`src/rtl/gd_update_sequencer.sv`:
```
// gd_update_sequencer: streams weight/gradient pairs to a gradient_descent responder and writes results back
module gd_update_sequencer #(
  parameter int N_WEIGHTS = 4,
  parameter int ADDR_W = (N_WEIGHTS > 1) ? $clog2(N_WEIGHTS) : 1
) (
  input  logic              clk,
  input  logic              rst,
  input  logic              start_in,
  input  logic [15:0]       lr_in,
  input  logic [15:0]       grad_in,
  input  logic              grad_valid_in,
  output logic              grad_ready_out,
  output logic              rd_en_out,
  output logic [ADDR_W-1:0] rd_addr_out,
  input  logic [15:0]       rd_data_in,
  output logic [15:0]       gd_lr_out,
  output logic [15:0]       gd_w_old_out,
  output logic [15:0]       gd_grad_out,
  output logic              gd_start_out,
  input  logic [15:0]       gd_w_updated_in,
  input  logic              gd_done_in,
  output logic              wr_en_out,
  output logic [ADDR_W-1:0] wr_addr_out,
  output logic [15:0]       wr_data_out,
  output logic              busy_out,
  output logic              done_out
);
  localparam int CW = ADDR_W + 1;
  localparam logic [ADDR_W:0] NW = CW'(N_WEIGHTS);
  localparam logic [ADDR_W:0] LAST = CW'(N_WEIGHTS - 1);
  typedef enum logic [1:0] {IDLE, RUN, DRAIN, DONE} state_t;
  state_t state, state_n;
  logic [ADDR_W:0] iss_cnt, wr_cnt;
  logic [ADDR_W-1:0] addr_d, f0, f1;
  logic [1:0] fcnt, fslot;
  logic hs, pop, go;
  assign go = state == IDLE && start_in;
  assign grad_ready_out = state == RUN && iss_cnt < NW;
  assign hs = grad_valid_in && grad_ready_out;
  assign rd_en_out = hs;
  assign rd_addr_out = iss_cnt[ADDR_W-1:0];
  assign pop = gd_done_in && fcnt != 2'd0;
  assign fslot = fcnt - {1'b0, pop};
  assign gd_w_old_out = gd_start_out ? rd_data_in : '0;
  assign busy_out = state == RUN || state == DRAIN;
  assign done_out = state == DONE;
  always_ff @(posedge clk)
    if (!rst) state <= IDLE;
    else state <= state_n;
  always_comb
    state_n = go ? RUN :
              (state == RUN && hs && iss_cnt == LAST) ? DRAIN :
              (state == DRAIN && wr_cnt == NW) ? DONE :
              (state == DONE) ? IDLE : state;
  always_ff @(posedge clk) begin
    if (!rst) begin
      gd_lr_out <= '0;
      iss_cnt <= '0;
      wr_cnt <= '0;
      gd_start_out <= 1'b0;
      gd_grad_out <= '0;
      addr_d <= '0;
      f0 <= '0;
      f1 <= '0;
      fcnt <= '0;
      wr_en_out <= 1'b0;
      wr_addr_out <= '0;
      wr_data_out <= '0;
    end else begin
      if (go) begin
        gd_lr_out <= lr_in;
        iss_cnt <= '0;
        wr_cnt <= '0;
      end else begin
        if (hs) iss_cnt <= iss_cnt + 1'b1;
        if (pop) wr_cnt <= wr_cnt + 1'b1;
      end
      gd_start_out <= hs;
      if (hs) begin
        gd_grad_out <= grad_in;
        addr_d <= iss_cnt[ADDR_W-1:0];
      end
      if (pop) f0 <= f1;
      if (gd_start_out) begin
        if (fslot == 2'd0) f0 <= addr_d;
        else f1 <= addr_d;
      end
      fcnt <= fcnt + {1'b0, gd_start_out} - {1'b0, pop};
      wr_en_out <= pop;
      if (pop) begin
        wr_addr_out <= f0;
        wr_data_out <= gd_w_updated_in;
      end
    end
  end
endmodule

```
`config.mk`:
```
export PLATFORM = sky130hd
export DESIGN_NAME = gd_update_sequencer
export DESIGN_NICKNAME = d
export VERILOG_FILES = /design/src/rtl/gd_update_sequencer.sv
export SDC_FILE = /design/constraint.sdc
export NUM_CORES = 1
export LEC_CHECK = 0
export ABC_AREA = 1
export CORE_ASPECT_RATIO = 0.9
export CORE_MARGIN = 2
export CORE_UTILIZATION = 43
export CTS_CLUSTER_DIAMETER = 30
export DETAILED_ROUTE_END_ITERATION = 10
export GPL_TIMING_DRIVEN = 0
export HOLD_SLACK_MARGIN = 0.05
export PLACE_DENSITY_LB_ADDON = 0.2
export RECOVER_POWER = 100
export SLEW_MARGIN = 15
export SYNTH_ARGS = -nofsm -noshare
export SYNTH_HDL_FRONTEND = slang
export SYNTH_SLANG_ARGS = --single-unit
```
`constraint.sdc`:
```
create_clock -name clk -period 3.9 [get_ports clk]
set_clock_uncertainty 0.1 [all_clocks]
set_input_delay 1.17 -clock clk [delete_from_list [all_inputs] [get_ports clk]]
set_output_delay 1.17 -clock clk [all_outputs]
set_load 0.05 [all_outputs]
```
==> results of run 1 <==
[repair_timing]
item / in CTS / in global routing
resized for setup: 1 / 0
hold endpoints to repair: 0 / 0
setup endpoints to repair: 1 / 0
[how the worst max path moves through the flow]
| stage | startpoint | end | depth (start not counted) |
|---|---|---|---|
| 3_3_place_gp | grad_valid_in | rd_en_out | 5 |
| 5_1_grt | grad_valid_in | rd_en_out | 5 |
| 2_1_floorplan | rd_data_in[0] | gd_w_old_out[0] | 2 |
| 4_1_cts | grad_valid_in | rd_en_out | 5 |
| 6_report | grad_valid_in | rd_en_out | 5 |
| 3_5_place_dp | grad_valid_in | rd_en_out | 5 |
[synth_stat cells, types with 2 or more instances]
cell | instances | area, sq um
ha_1 | 9 | 112.6
nand3_1 | 7 | 35.03
o21ai_0 | 38 | 190.2
buf_2 | 7 | 35.03
clkbuf_1 | 6 | 22.52
a21oi_2 | 9 | 78.83
inv_2 | 2 | 7.510
nor2_1 | 82 | 307.8
nand2_1 | 63 | 236.5
dfxtp_1 | 68 | 1361
inv_1 | 32 | 120.1
buf_4 | 5 | 37.54
nand2_2 | 9 | 56.30
a21oi_1 | 15 | 75.07
[power breakdown]
part	switching (mW)	internal [mW]	total [mW]
combinational	0.215	0.140	0.355
clock	0.271	0.426	0.697
sequential	0.0158	0.726	0.742
total	0.501	1.29	1.79
[flip-flops by register name, summed over array words and instances (netlist names)]
signal	count
wr_addr_out	2
wr_data_out	16
wr_cnt	3
state	2
gd_lr_out	16
f0	2
gd_start_out	1
gd_grad_out	16
fcnt	2
wr_en_out	1
iss_cnt	3
addr_d	2
f1	2
[critical path, delay by kind of cell]
kind	cells	cell delay, ns
simple gates	1	0.10
buf+inv	4	1.31
[logic make-up after synthesis]
family / Yosys count
adder cells (fa/ha/maj): 9
buffers and inverters: 54
AND/OR/NAND/NOR: 165
flip-flops: 68
XOR/XNOR: 1
AO/OA/AOI/OAI: 66
[through the flow]
stage / instance area [sq um] / util [%]
after floorplan: 2784 / -
after CTS: 4552 / 73.63
after detailed placement: 4314 / 69.78
after global routing: 4538 / 73.41
after global placement: 4314 / 69.78
final: 4538 / 73.41
[routing by layer]
metal	GRT usage [%]	up-vias	share of wire, %
met3	6.886	13	8.7
met2	34.55	94	47
met1	24.03	1255	43
met4	6.364	0	1.4
met5	0	-	0
li1	-	1439	-
[area by class of cell]
class	instances	share of cell area, %
clock inverter	6	2.454
buffer	19	2.481
tap	87	2.399
timing repair buffer	142	31.29
clock buffer	10	2.812
multi-input combinational	241	25.56
sequential	68	30.00
inverter	35	3.005
==> run_results.csv, run 1 <==
group,metric,value,unit
logic_synthesis,syn_nets,441,
power_and_ir_drop,p_leak,2.062,nW
logic_synthesis,synth_warnings,0,
final_layout,layout_commonest_cell,"nor2_1",
clocking,ctsHoldBuffers,0,
logic_synthesis,synth_xor_area_share,0.3146,%
worst_setup_path,arrival,2.59,ns
detailed_routing,drcViolationCount,0,
sta,drv_slew,0,
sta,fin_setup_tns,0,ns
final_layout,syn_to_final_growth,63.01,%
worst_setup_path,max_stage_delay,0.54,ns
power_and_ir_drop,power.total,1.794,mW
worst_setup_path,critPathKind,"in2out",
sta,worst_slack,0.04279,ns
sta,finalSetupViolations,0,
clocking,clkTransAtPathRegs,0.08,ns
detailed_routing,num_vias,2801,
hold_path,min_from,"gd_grad_out[5]",
worst_setup_path,r2r-end,"fcnt[1]",
worst_setup_path,start_kind,"input pin",
place,portBuffers,142,
place,gp_routability_congestion,0.8098,
detailed_routing,avgRoutedWirePerCell,11.84,um
final_layout,layout_common_cells,"82 x nor2_1, 80 x clkdlybuf4s50_1, 68 x dfxtp_1",
place,dp_hpwl,5.370,mm
worst_setup_path,ff2ff_path_depth,9,
logic_synthesis,synth.cell_area,2784,sq um
detailed_routing,routed_via_density,4.607,
logic_synthesis,muxShareOfSynthArea,0,%
place,pre_cts_ws,-0.2126,ns
sta,rsz0062_at_grt,"no",
logic_synthesis,syn_area_per_cell,7.669,sq um
floorplanning,fp.dieArea,7135,sq um
sta,fin_crit_sh,98.90,%
place,dp.cells,592,
job,drv_cap,0,
global_routing,grt_first_pass_wirelength,11.39,mm
detailed_routing,ant_nets,0,
worst_setup_path,critPathRequiredTime,2.63,ns
logic_synthesis,async_flop_share,0,%
logic_synthesis,synth_fa_ha_area_share,4.045,%
logic_synthesis,ys_types,25,
global_routing,grt_max_degree,13,
final_layout,register_area,1361,sq um
logic_synthesis,synth.yosys.seq_area_share,48.90,%
sta,fmaxAchievable,0.2593,GHz
detailed_routing,drt_iter0_drc,70,
final_layout,n_fill_cell,515,
clocking,htree_levels,3,
status,status,"complete, no violations",
floorplanning,die_h,80.34,um
hold_path,whs_path_depth,2,
logic_synthesis,synth_top_family_by_area,"simple AND/OR/NAND/NOR gates",
worst_setup_path,cp_max_fo,10,
clocking,cts_inserted_buffers,9,
final_layout,diodes,0,
floorplanning,core,6182,sq um
sta,slew_headroom,59.04,%
final_layout,drive_above_1_share,9.213,%
logic_synthesis,synth-edff-count,0,
global_routing,antenna_found_initial,0,
final_layout,multi_input_area,1160,sq um
hold_path,hold_path_class,"reg2reg",
worst_setup_path,cp-end-kind,"primary output",
logic_synthesis,synth_seq_cells,68,
sta,tightest_slew,0.6145,ns
clocking,cts_setup_buffers,0,
detailed_routing,firstDrtPassIters,4,
clocking,clock_sinks,68,
global_routing,grt_use_total,20.36,%
power_and_ir_drop,pwr_density_cell,395.2,nW/um^2
logic_synthesis,synthCells,363,
worst_setup_path,r2r_slack,2.07,ns
logic_synthesis,synth_compound_area_share,13.62,%
power_and_ir_drop,irDropWorstVdd,0.2331,mV
detailed_routing,routed_wl,7.197,mm
global_routing,grt_overflow,0,
floorplanning,initial_core_util,45.03,%
logic_synthesis,synthFlopType,"dfxtp_1",
worst_setup_path,critPathSlowestCell,"clkdlybuf4s50_1",
floorplanning,rows,27,
floorplanning,dieWidth,88.82,um
hold_path,holdPathEnd,"gd_grad_out[5]",
sta,hold_viol_final,0,
sta,period_minus_slack,3.857,ns
worst_setup_path,crit_chain,"clkdlybuf4s50_1 > nand2_4 > clkinv_4 > buf_12 > dlygate4sd2_1",
worst_setup_path,r2r_start,"fcnt[0]",
clocking,insertion_delay,0.34,ns
floorplanning,ios,143,
global_routing,grt_pass1_vias,2571,
final_layout,nets,594,
sta,hold_slack,0.3609,ns
logic_synthesis,synth-simple-area-share,24.09,%
final_layout,stdcell_count,608,
clocking,cts_root_buffer,"clkbuf_8",
clocking,cts_tree,"built",
clocking,clock_path_buffers,2,
Note: power is estimated with default switching activity, not from simulation.
==> run 2, diff against run 1 <==
SKIP_CTS_REPAIR_TIMING = 1   (was unset)
==> run 2 against run 1 <==
Effect of this change: clock power is essentially flat; critical path depth shrank 1; sequential power is essentially flat; register-to-register slack is essentially flat; sequential share of layout area is essentially flat; combinational power is essentially flat; flip-flop and latch count is the same; die area is the same; fmax grew 0.10%; core utilization shrank 0.081 points; largest power group unchanged.
==> run_results.csv, run 2 (synthesized netlist as in run 1, its figures left out) <==
group,metric,value,unit
floorplanning,dieWidth,88.82,um
worst_setup_path,critPathSlowestCell,"dlygate4sd3_1",
final_layout,nets,594,
clocking,clock_path_buffers,2,
detailed_routing,num_vias,2799,
clocking,clkTransAtPathRegs,0.08,ns
final_layout,multi_input_area,1160,sq um
final_layout,register_area,1361,sq um
worst_setup_path,cp_max_fo,1,
final_layout,layout_commonest_cell,"nor2_1",
global_routing,grt_overflow,0,
sta,fin_setup_tns,0,ns
final_layout,drive_above_1_share,9.213,%
global_routing,grt_max_degree,13,
power_and_ir_drop,power_frac_comb,19.8,%
power_and_ir_drop,p_clk_share,38.9,%
detailed_routing,drt_iter0_drc,70,
job,drv_cap,0,
power_and_ir_drop,p_seq_share,41.4,%
sta,rsz0062_at_grt,"no",
worst_setup_path,crit_chain,"clkdlybuf4s50_1 > nand2_1 > inv_1 > dlygate4sd3_1",
sta,hold_viol_final,0,
detailed_routing,ant_nets,0,
power_and_ir_drop,power.total,1.793,mW
sta,finalSetupViolations,0,
final_layout,reg_top3,"gd_grad_out (16), gd_lr_out (16), wr_data_out (16)",
global_routing,grt_first_pass_wirelength,11.39,mm
global_routing,antenna_found_initial,0,
power_and_ir_drop,p_leak,2.056,nW
final_layout,syn_to_final_growth,62.83,%
worst_setup_path,arrival,2.58,ns
worst_setup_path,max_stage_delay,0.87,ns
power_and_ir_drop,pwr_density_cell,395.6,nW/um^2
status,status,"complete, no violations",
final_layout,final_util,73.33,%
final_layout,layout_common_cells,"82 x nor2_1, 80 x clkdlybuf4s50_1, 68 x dfxtp_1",
sta,fin_crit_sh,98.80,%
detailed_routing,drcViolationCount,0,
clocking,cts_root_buffer,"clkbuf_8",
detailed_routing,avgRoutedWirePerCell,11.82,um
detailed_routing,routed_wl,7.185,mm
sta,period_minus_slack,3.853,ns
floorplanning,rows,27,
worst_setup_path,crit_family,"buffers and inverters",
power_and_ir_drop,switchingPower,0.5014,mW
final_layout,diodes,0,
clocking,cts_tree,"built",
hold_path,hold_path_class,"reg2reg",
clocking,clock_sinks,68,
worst_setup_path,crit_buf_inv,3,
floorplanning,die_h,80.34,um
floorplanning,ios,143,
sta,fmaxAchievable,0.2595,GHz
power_and_ir_drop,switching_share,27.96,%
place,gp_routability_congestion,0.8098,
floorplanning,core,6182,sq um
sta,drv_slew,0,
clocking,cts_inserted_buffers,9,
worst_setup_path,cp-end-kind,"primary output",
detailed_routing,routed_via_density,4.604,
place,dp_hpwl,5.370,mm
clocking,htree_levels,3,
clocking,insertion_delay,0.34,ns
power_and_ir_drop,intPower,1.292,mW
floorplanning,initial_core_util,45.03,%
sta,slew_headroom,59.03,%
sta,tightest_slew,0.6145,ns
global_routing,grt_pass1_vias,2571,
worst_setup_path,critPathKind,"in2out",
final_layout,n_fill_cell,516,
power_and_ir_drop,irDropWorstVdd,0.2331,mV
worst_setup_path,start_kind,"input pin",
detailed_routing,firstDrtPassIters,4,
floorplanning,fp.dieArea,7135,sq um
worst_setup_path,critPathRequiredTime,2.63,ns
place,portBuffers,142,
global_routing,grt_use_total,20.36,%
==> run 2: power by group through the flow <==
stage	combinational, mW	sequential [mW]	clock (mW)
2_1_floorplan	0.112	0.856	0
3_3_place_gp	0.363	0.758	0
3_5_place_dp	0.368	0.759	0
4_1_cts	0.370	0.744	0.703
5_1_grt	0.379	0.746	0.736
6_report	0.354	0.742	0.697
==> run 2: area by class of cell <==
cell class	count	area share, %
inverter	35	3.009
sequential	68	30.03
clock buffer	10	2.815
tap	87	2.401
multi-input combinational	241	25.59
timing repair buffer	142	31.22
clock inverter	6	2.457
buffer	19	2.484
==> run 2: path summary, 6_finish.rpt <==
check            startpoint         endpoint  slack [ns]  cells after the start
max reg2reg         fcnt[0]          fcnt[1]        2.07                      9
min reg2reg  gd_grad_out[5]   gd_grad_out[5]        0.36                      2
max           rd_data_in[8]  gd_w_old_out[8]        0.05                      4
min          gd_grad_out[5]   gd_grad_out[5]        0.36                      2
==> run 2: per-layer routing <==
layer | GRT usage [%] | up-vias | share of wire (%)
met1 | 24.03 | 1250 | 43
met5 | 0 | - | 0
met2 | 34.55 | 94 | 47
met4 | 6.364 | 0 | 1.4
li1 | - | 1442 | -
met3 | 6.886 | 13 | 8.7
==> run 2: worst reg2reg max path, cell delays in order, from the launching register on <==
cell and delay (ns):
dfxtp_1 0.43, o21ai_4 0.13, inv_2 0.08, clkbuf_1 0.38, nand2_1 0.11, nand2_1 0.09
ha_1 0.13, inv_1 0.04, o21ai_0 0.18, a21oi_1 0.05
==> run 2: stage by stage <==
step / hold WS, ns / std cells / setup WS, ns / cell area, sq um
global route: 0.3872 / 608 / 0.02915 / 4533
finish: 0.3608 / 608 / 0.04673 / 4533
floorplan: 0.3445 / 363 / 1.114 / 2784
detailed placement: 0.3545 / 592 / -0.2126 / 4314
CTS: 0.3662 / 608 / -0.2267 / 4553
global placement: 0.3500 / 592 / -0.2109 / 4314
